File: config.mk
export PLATFORM = sky130hd
export DESIGN_NAME = flag_branch_unit
export DESIGN_NICKNAME = d
export VERILOG_FILES = /design/src/rtl/flag_pkg.sv /design/src/rtl/cond_eval.sv /design/src/rtl/flag_branch_unit.sv
export SDC_FILE = /design/constraint.sdc
export NUM_CORES = 1
export LEC_CHECK = 0
export ABC_AREA = 1
export ABC_CLOCK_PERIOD_IN_PS = 1200
export CORE_MARGIN = 1
export CORE_UTILIZATION = 38
export CTS_CLUSTER_SIZE = 10
export DETAILED_ROUTE_END_ITERATION = 8
export PLACE_DENSITY = 0.79
export SETUP_SLACK_MARGIN = 0.15
export SYNTH_ARGS = -nofsm -noshare
export SYNTH_HDL_FRONTEND = slang
export SYNTH_SLANG_ARGS = --single-unit
File: constraint.sdc
create_clock -name clk -period 1.2 [get_ports clk]
set_input_delay 0.24 -clock clk [delete_from_list [all_inputs] [get_ports clk]]
set_output_delay 0.24 -clock clk [all_outputs]
set_load 0.02 [all_outputs]
File: src/rtl/flag_pkg.sv
// Shared definitions for the flag/branch unit: NZCV layout, widths, B.cond codes.
// Latency: n/a (package only).
// Backpressure: n/a (package only).
package flag_pkg;

  localparam int FLAG_W = 4;
  localparam int COND_W = 4;

  // NZCV bit positions inside the flag vector (N is the MSB).
  localparam int N_IDX = 3;
  localparam int Z_IDX = 2;
  localparam int C_IDX = 1;
  localparam int V_IDX = 0;

  typedef enum logic [COND_W-1:0] {
    EQ = 4'h0, NE = 4'h1, HS = 4'h2, LO = 4'h3,
    MI = 4'h4, PL = 4'h5, VS = 4'h6, VC = 4'h7,
    HI = 4'h8, LS = 4'h9, GE = 4'hA, LT = 4'hB,
    GT = 4'hC, LE = 4'hD, AL = 4'hE, NV = 4'hF
  } cond_e;

endpackage

File: src/rtl/cond_eval.sv
// B.cond decoder: maps a condition code and an NZCV vector to a taken decision.
// Latency: purely combinational.
// Backpressure: none.
// Ports: cond (condition code), eff (NZCV to test), taken (condition holds).
module cond_eval
  import flag_pkg::*;
(
  input  logic [COND_W-1:0] cond,
  input  logic [FLAG_W-1:0] eff,
  output logic              taken
);

  logic n, z, c, v;

  assign n = eff[N_IDX];
  assign z = eff[Z_IDX];
  assign c = eff[C_IDX];
  assign v = eff[V_IDX];

  always_comb begin
    taken = 1'b0;
    case (cond_e'(cond))
      EQ: taken = z;
      NE: taken = ~z;
      HS: taken = c;
      LO: taken = ~c;
      MI: taken = n;
      PL: taken = ~n;
      VS: taken = v;
      VC: taken = ~v;
      HI: taken = c & ~z;
      LS: taken = ~c | z;
      GE: taken = (n == v);
      LT: taken = (n != v);
      GT: taken = ~z & (n == v);
      LE: taken = z | (n != v);
      AL: taken = 1'b1;
      NV: taken = 1'b1;  // NV behaves as always-taken on ARMv8
      default: taken = 1'b0;
    endcase
  end

endmodule

File: src/rtl/flag_branch_unit.sv
// NZCV flag register plus B.cond/CBZ/CBNZ resolution with same-cycle ALU flag bypass.
// Latency: one cycle from request to registered br_done/br_taken; flag write lands on the next edge.
// Backpressure: stall freezes flags and drops the request (upstream re-presents it); flush kills the cycle.
// Ports: clk, reset (async active-low); alu_* live status; ex_valid/set_flags/stall/flush pipeline
//        controls; br_req+cond and cbz_req+is_cbnz requests; flags_q/flags_valid state; br_done/br_taken result.
module flag_branch_unit
  import flag_pkg::*;
(
  input  logic              clk,
  input  logic              reset,
  input  logic              alu_negative,
  input  logic              alu_zero,
  input  logic              alu_carry,
  input  logic              alu_overflow,
  input  logic              ex_valid,
  input  logic              set_flags,
  input  logic              stall,
  input  logic              flush,
  input  logic              br_req,
  input  logic [COND_W-1:0] cond,
  input  logic              cbz_req,
  input  logic              is_cbnz,
  output logic [FLAG_W-1:0] flags_q,
  output logic              flags_valid,
  output logic              br_done,
  output logic              br_taken
);

  logic [FLAG_W-1:0] live;
  logic [FLAG_W-1:0] eff;
  logic              wr;
  logic              fire;
  logic              bcond_taken;
  logic              result;

  assign live = {alu_negative, alu_zero, alu_carry, alu_overflow};
  assign wr   = set_flags & ex_valid & ~flush;

  // Bypass ignores stall on purpose: the flags a branch sees in this cycle
  // are those of the instruction in EX, whether or not they commit now.
  assign eff  = wr ? live : flags_q;

  assign fire = (br_req | cbz_req) & ~stall & ~flush;

  cond_eval u_cond_eval (
    .cond  (cond),
    .eff   (eff),
    .taken (bcond_taken)
  );

  // br_req has priority if both request types are (illegally) raised.
  // CBZ/CBNZ looks at the live zero only, never at the flag register.
  assign result = br_req ? bcond_taken : (alu_zero ^ is_cbnz);

  always_ff @(posedge clk or negedge reset) begin
    if (!reset) begin
      flags_q     <= '0;
      flags_valid <= 1'b0;
      br_done     <= 1'b0;
      br_taken    <= 1'b0;
    end else begin
      if (wr && !stall) begin
        flags_q     <= live;
        flags_valid <= 1'b1;
      end
      br_done <= fire;
      if (fire) begin
        br_taken <= result;
      end
    end
  end

endmodule
==> results of run 1 <==
## final cells by class
class / count / area, um^2
Fill cell: 134 / 483.0
Clock buffer: 4 / 26.28
Inverter: 18 / 80.08
Multi-Input combinational cell: 78 / 429.2
Sequential cell: 7 / 180.2
Timing Repair Buffer: 38 / 322.8
Tap cell: 16 / 20.02
## sequential cells by signal, indices dropped and copies added (netlist names)
signal	flops
flags_q	4
br_done	1
flags_valid	1
br_taken	1
## per-layer routing
metal	vias to the layer above	track usage (%)	part of all wire (%)
met3	6	6.809	6.6
met5	-	0	0
met1	366	27.86	43
li1	408	-	-
met2	33	36.97	49
met4	0	9.091	2.1
## cells in the mapped netlist (all sizes together), types with 3 or more instances
library cell and instances:
nand2 42, inv 18, o21ai 4, nor2 9, a21oi 3, nand3 11
nand4 3, dfrtp 7
## power breakdown
part	internal, mW	total [mW]	switching [mW]
sequential	0.277	0.317	0.0399
clock	0.127	0.216	0.0892
combinational	0.244	0.506	0.262
## worst max-delay path: stages, from the launching register on
cell and delay, ns:
sky130_fd_sc_hd__dfrtp_2 0.43, sky130_fd_sc_hd__inv_2 0.05, sky130_fd_sc_hd__nand2_1 0.06, sky130_fd_sc_hd__nand2_1 0.09, sky130_fd_sc_hd__nand2_2 0.08, sky130_fd_sc_hd__nand2_1 0.06, sky130_fd_sc_hd__nand2_1 0.06, sky130_fd_sc_hd__a21oi_2 0.12
sky130_fd_sc_hd__nor2_1 0.06, sky130_fd_sc_hd__nand3_2 0.06, sky130_fd_sc_hd__nand2_2 0.05, sky130_fd_sc_hd__a21oi_2 0.10
## logic make-up after synthesis
family / count (synthesis) / synth area share (%)
and+or+nand+nor: 68 / 50.88
buffers and inverters: 19 / 11.35
AOI/OAI and AO/OA: 8 / 7.242
DFF: 7 / 27.40
xor gates and xnor gates: 1 / 1.370
muxes: 1 / 1.761
## final timing paths
| kind | from | end | slack (ns) |
|---|---|---|---|
| worst min register to register | flags_valid | flags_valid | 0.51 |
| worst min-delay path | reset | br_taken | 0.24 |
| max in group asynchronous | reset | flags_q[1] | 0.70 |
| worst max register to register | flags_q[0] | br_taken | -0.09 |
| min in group clk | stall | br_done | 0.47 |
| worst max-delay path | flags_q[0] | br_taken | -0.09 |
## per-stage QoR
step           area, um^2    TNS, ns  total power, mW  setup WS, ns
2_1_floorplan       676.9  -0.007942           0.5723     -0.007942
3_3_place_gp         1006     -3.007           0.7767       -0.6736
3_5_place_dp         1006     -3.145           0.7858       -0.7153
4_1_cts              1056    -0.1118            1.033       -0.1118
5_1_grt              1059    -0.1714            1.115       -0.1441
6_report             1059   -0.09386            1.039      -0.09386
## repair_timing
| item | in CTS | in global routing |
|---|---|---|
| cloned | 0 | 0 |
| setup endpoints to repair | 13 | 11 |
| buffers inserted | 3 | 0 |
| gates resized for setup | 60 | 9 |
| pin swaps | 17 | 12 |
==> out/summary.txt, run 1 <==
status = finished, violations left
failing checks = negative setup slack
insertion delay to the later sink of the worst-skew pair = 0.26 ns
Post-Route Utilization = 68.67%
ranking of synthesized cells by area = sky130_fd_sc_hd__dfrtp_1 (27%), sky130_fd_sc_hd__nand2_1 (21%), sky130_fd_sc_hd__inv_1 (9.4%), sky130_fd_sc_hd__nand2_2 (6.8%), sky130_fd_sc_hd__nand3_2 (6.3%)
cell accounting for the most synthesized area = sky130_fd_sc_hd__dfrtp_1
share of cells above drive strength 1 = 40.00%
proportion of register bits with asynchronous set or reset after synthesis = 100.0%
Tightest Hold Check Type = input port to asynchronous set/reset pin
pin count of the biggest net entering global routing = 8
initial detailed-routing violation count = 18
most frequent cells in the layout = sky130_fd_sc_hd__nand2_1 (30), sky130_fd_sc_hd__inv_1 (14), sky130_fd_sc_hd__buf_4 (13), sky130_fd_sc_hd__nand2_2 (12), sky130_fd_sc_hd__nor2_1 (8)
hold-fix buffers at CTS = 0
mean cell area of the mapped netlist = 6.148 um^2
number of buffer cells added on primary ports = 23
final period demand of the worst path = 1.294 ns
io pins = 24
aggregate global-route resource usage = 22.73%
count of H-tree levels built during CTS = 1
max-capacitance violation count = 0
combined area of all synthesized cells = 639.4 um^2
arrival time at the worst endpoint = 1.49 ns
area of the core = 0.001541 mm^2
antenna violations before repair = 0
Hold Fails Final Rpt = 0
Clock Pin Slew Worst Setup and Hold Paths = 0.05 ns
most common library cell in the layout ignoring fill and taps = sky130_fd_sc_hd__nand2_1
DRT Pass-1 Iters = 4
VDD IR max = 0.0009456 V
via-per-instance ratio = 5.050
Worst Path Required = 1.39 ns
yosys synthesis warning count = 0
area fraction of the dominant cell type after synthesis = 27.40%
GR Overflow Total = 0
period utilization = 107.8%
Post-synth EDFFs = 0
sort of element at the start of the critical path = register
number of flip-flops and latches in the synthesized netlist = 7
kind of capture point of the worst setup path = register
worst setup path class = register to register
synthesis-to-layout area growth = 65.56%
average wire per standard cell = 11.42 um
setup repair after global routing missed its margin = yes
critical-path maximum fanout = 4
Leak = 0.5779 nW
final cell count without fillers = 161
global-route wire length before repair = 3180 um
Post-synth top flop = sky130_fd_sc_hd__dfrtp_1
count of unique library cells instantiated by Yosys = 20
number of global-route vias before repair = 801
slew of the pin with the lowest slew margin = 0.3140 ns
endpoints failing setup = 1
Num Clock Sinks = 7
Inst Count DP = 154
buffer cell driving the clock tree root = sky130_fd_sc_hd__clkbuf_4
hpwl dp = 1414 um
std cell rows = 14
Die ar. = 0.001851 mm^2
overall via count from detail_route = 813
wire length reported by the detailed router = 1838 um
Slew Limit Fails = 0
die boundary width = 43.02 um
worst setup skew after layout = 0.005236 ns
number of nets with antenna violations after routing = 0
total clock buffers created by CTS = 3
number of cells traversed by the worst register-to-register path = 11
Setup WS post-layout = -0.09386 ns
Max Clock Freq = 0.7729 GHz
Initial Util = 41.48%
nets@finish = 163
Seq/Total Area, Yosys = 27.40%
Max Root-Sink Buffers = 2
vertical extent of the die = 43.02 um
Max-Slew Margin vs Limit = 79.00%
final routed DRC violation total = 0
worst-case hold slack = 0.2382 ns
antenna cell count = 0
syn_nets = 121
clock tree from TritonCTS = done
Placer Congestion = 0.8262
Pwr per Cell Area = 981.6 mW/mm^2
Cells after Synth = 104
No activity file was read; power rests on OpenSTA's default activity.
==> run 2: changes to the inputs <==
==> constraint.sdc (replaced) <==
create_clock -name clk -period 1.2 [get_ports clk]
set_input_delay 0.18 -clock clk [delete_from_list [all_inputs] [get_ports clk]]
set_output_delay 0.18 -clock clk [all_outputs]
set_load 0.02 [all_outputs]
==> run 2 against run 1 <==
  * Final area fell by 2.1%
  * Combinational power fell by 6.3%
  * Setup slack got worse by 0.011 ns
  * First-iteration DRC count fell by 11%
  * Clock power barely moved
  * The flow still finishes with violations (negative setup slack)
  * Sequential power barely moved
  * Critical path depth did not move
  * Utilization fell by 1.5 points
  * Highest routed layer unchanged
  * Clock skew barely moved
  * Critical path type unchanged
  * Wire length rose by 1.7%
==> out/summary.txt, run 2 (synthesized netlist as in run 1, its figures left out) <==
status = finished, violations left
failing checks = negative setup slack
most common library cell in the layout ignoring fill and taps = sky130_fd_sc_hd__nand2_1
share of power burned in combinational logic = 47.1% (-1.6 points)
Setup WS post-layout = -0.1049 ns (-0.01109 ns)
via-per-instance ratio = 5.113 (+1.2%)
antenna violations before repair = 0 (unchanged)
pin count of the biggest net entering global routing = 8 (unchanged)
post-layout total power = 1.005 mW (-3.3%)
endpoints failing setup = 1 (unchanged)
kind of capture point of the worst setup path = register
total clock buffers created by CTS = 3 (unchanged)
VDD IR max = 0.0009241 V (-2.3%)
worst setup skew after layout = 0.005310 ns (+0.00007344 ns)
worst setup path class = register to register
Largest register FFs = 4 (unchanged)
global-route wire length before repair = 3084 um (-3.0%)
Num Clock Sinks = 7 (unchanged)
Max Root-Sink Buffers = 2 (unchanged)
wire length reported by the detailed router = 1870 um (+1.7%)
Slew Limit Fails = 0 (unchanged)
max-capacitance violation count = 0 (unchanged)
part of the total power dissipated in the clock network = 21.5% (+0.7 points)
Max-Slew Margin vs Limit = 79.12% (+0.12 points)
area of the core = 0.001541 mm^2 (unchanged)
antenna cell count = 0 (unchanged)
critical-path maximum fanout = 4 (unchanged)
slew of the pin with the lowest slew margin = 0.3122 ns (-0.001736 ns)
power share of the sequential group = 31.4% (+0.9 points)
Pwr per Cell Area = 970.1 mW/mm^2 (-1.2%)
share of cells above drive strength 1 = 39.58% (-0.42 points)
most used cell along the critical path = sky130_fd_sc_hd__nand2_1
io pins = 24 (unchanged)
total negative slack = -0.1049 ns (-0.01109 ns)
GR Overflow Total = 0 (unchanged)
final period demand of the worst path = 1.305 ns (+0.01109 ns)
Slowest Stage Delay on Critical Path = 0.44 ns (about the same)
critical path's slowest cell = sky130_fd_sc_hd__dfrtp_2
average wire per standard cell = 11.69 um (+2.4%)
number of cells traversed by the worst register-to-register path = 11 (unchanged)
std cell rows = 14 (unchanged)
insertion delay to the later sink of the worst-skew pair = 0.26 ns (about the same)
count of H-tree levels built during CTS = 1 (unchanged)
Tightest Hold Check Type = input port to asynchronous set/reset pin
synthesis-to-layout area growth = 62.03%
period utilization = 108.7% (+0.92 points)
setup repair after global routing missed its margin = yes
worst-case hold slack = 0.1775 ns (-0.06071 ns)
Die ar. = 0.001851 mm^2 (unchanged)
final routed DRC violation total = 0 (unchanged)
Leak = 0.5820 nW (+0.71%)
most frequent cells in the layout = sky130_fd_sc_hd__nand2_1 (31), sky130_fd_sc_hd__inv_1 (14), sky130_fd_sc_hd__buf_4 (14), sky130_fd_sc_hd__nand2_2 (9), sky130_fd_sc_hd__nor2_1 (8)
register with the highest flop count = flags_q
Worst Path Required = 1.39 ns (about the same)
hpwl dp = 1414 um (unchanged)
overall via count from detail_route = 818 (+0.62%)
clock tree from TritonCTS = done
Initial Util = 41.48% (unchanged)
switching fraction of total power = 38.62% (+0.94 points)
Post-Route Utilization = 67.21% (-1.5 points)
Placer Congestion = 0.8262 (unchanged)
Internal Dissipation = 616.9 uW (-4.7%)
die boundary width = 43.02 um (unchanged)
initial detailed-routing violation count = 16 (-2)
sort of element at the start of the critical path = register
aggregate global-route resource usage = 22.12% (-0.61 points)
nets@finish = 162 (-0.61%)
buffer cell driving the clock tree root = sky130_fd_sc_hd__clkbuf_4
Clock Pin Slew Worst Setup and Hold Paths = 0.05 ns (about the same)
number of nets with antenna violations after routing = 0 (unchanged)
design area = 0.001036 mm^2 (-2.1%)
arrival time at the worst endpoint = 1.50 ns (about the same)
fill cell instance count of the final layout = 135 (+0.75%)
vertical extent of the die = 43.02 um (unchanged)
Max Clock Freq = 0.7663 GHz (-0.85%)
number of global-route vias before repair = 784 (-2.1%)
number of buffer cells added on primary ports = 23 (unchanged)
hold-fix buffers at CTS = 0 (unchanged)
P_sw = 388.1 uW (-0.85%)
Hold Fails Final Rpt = 0 (unchanged)
Cell Area, Placed = 0.001006 mm^2 (unchanged)
DRT Pass-1 Iters = 4 (unchanged)
cell-by-cell trace of the critical path = inv_2, nand2_1, nand2_1, nand2_2, nand2_1, nand2_1, a21oi_2, nor2_1, nand3_2, nand2_2, a21oi_2
-- run 2: cell types whose count changed in the layout (fill, tap and decap cells not counted), moves of 2 or more --
cell / before / now
sky130_fd_sc_hd__dlymetal6s2s_1: 0 / 2
sky130_fd_sc_hd__nand2_4: 0 / 2
sky130_fd_sc_hd__dlygate4sd2_1: 7 / 5
sky130_fd_sc_hd__buf_6: 7 / 1
sky130_fd_sc_hd__nand2_2: 12 / 9
sky130_fd_sc_hd__clkbuf_2: 0 / 3
-- run 2: repair_timing --
item | CTS | global route
setup endpoints to repair | 13 | 8
pin swaps | 16 | 11
hold endpoints to repair | 0 | 0
setup buffers | 2 | 0
resized for setup | 42 | 16
-- run 2: cell type report --
class / instances / area [um^2] / share of cell area (%)
well taps: 16 / 20.02 / 1.932
multi-input cells: 78 / 439.2 / 42.39
flip-flops and latches: 7 / 180.2 / 17.39
inverters: 18 / 80.08 / 7.729
repair buffers: 37 / 290.3 / 28.02
clock buffers: 4 / 26.28 / 2.536
-- run 2: worst max-delay path: cells and delay by family (launching register included) --
kind	cells	cell delay [ns]
AOI/OAI and AO/OA	2	0.22
buffers and inverters	1	0.05
DFF	1	0.44
and+or+nand+nor	8	0.52
-- run 2: final timing paths --
kind | from | end | slack, ns
setup / recovery | flags_q[0] | br_taken | -0.10
hold / removal | reset | br_taken | 0.18
setup reg to reg | flags_q[0] | br_taken | -0.10
hold reg to reg | flags_valid | flags_valid | 0.48
max in group asynchronous | reset | flags_q[1] | 0.76
min in group clk | stall | br_done | 0.34
-- run 2: metrics by stage --
step           instances  setup slack [ns]
2_1_floorplan        104         -0.007942
3_3_place_gp         154           -0.6136
3_5_place_dp         154           -0.6553
4_1_cts              160           -0.1022
5_1_grt              160           -0.1604
6_report             160           -0.1049
-- run 2: metal layers --
layer | vias to the layer above | share of wire [%] | track usage, %
met5 | - | 0 | 0
met2 | 34 | 49 | 36.06
met3 | 6 | 6.7 | 6.809
met1 | 373 | 42 | 26.82
li1 | 405 | - | -
met4 | 0 | 2.0 | 9.091
-- run 2: power groups by stage --
stage | logic [mW] | clock network (mW) | registers [mW]
floorplan | 0.220 | 0 | 0.352
global placement | 0.462 | 0 | 0.314
detailed placement | 0.473 | 0 | 0.313
CTS | 0.463 | 0.223 | 0.312
global route | 0.520 | 0.242 | 0.320
finish | 0.474 | 0.216 | 0.315
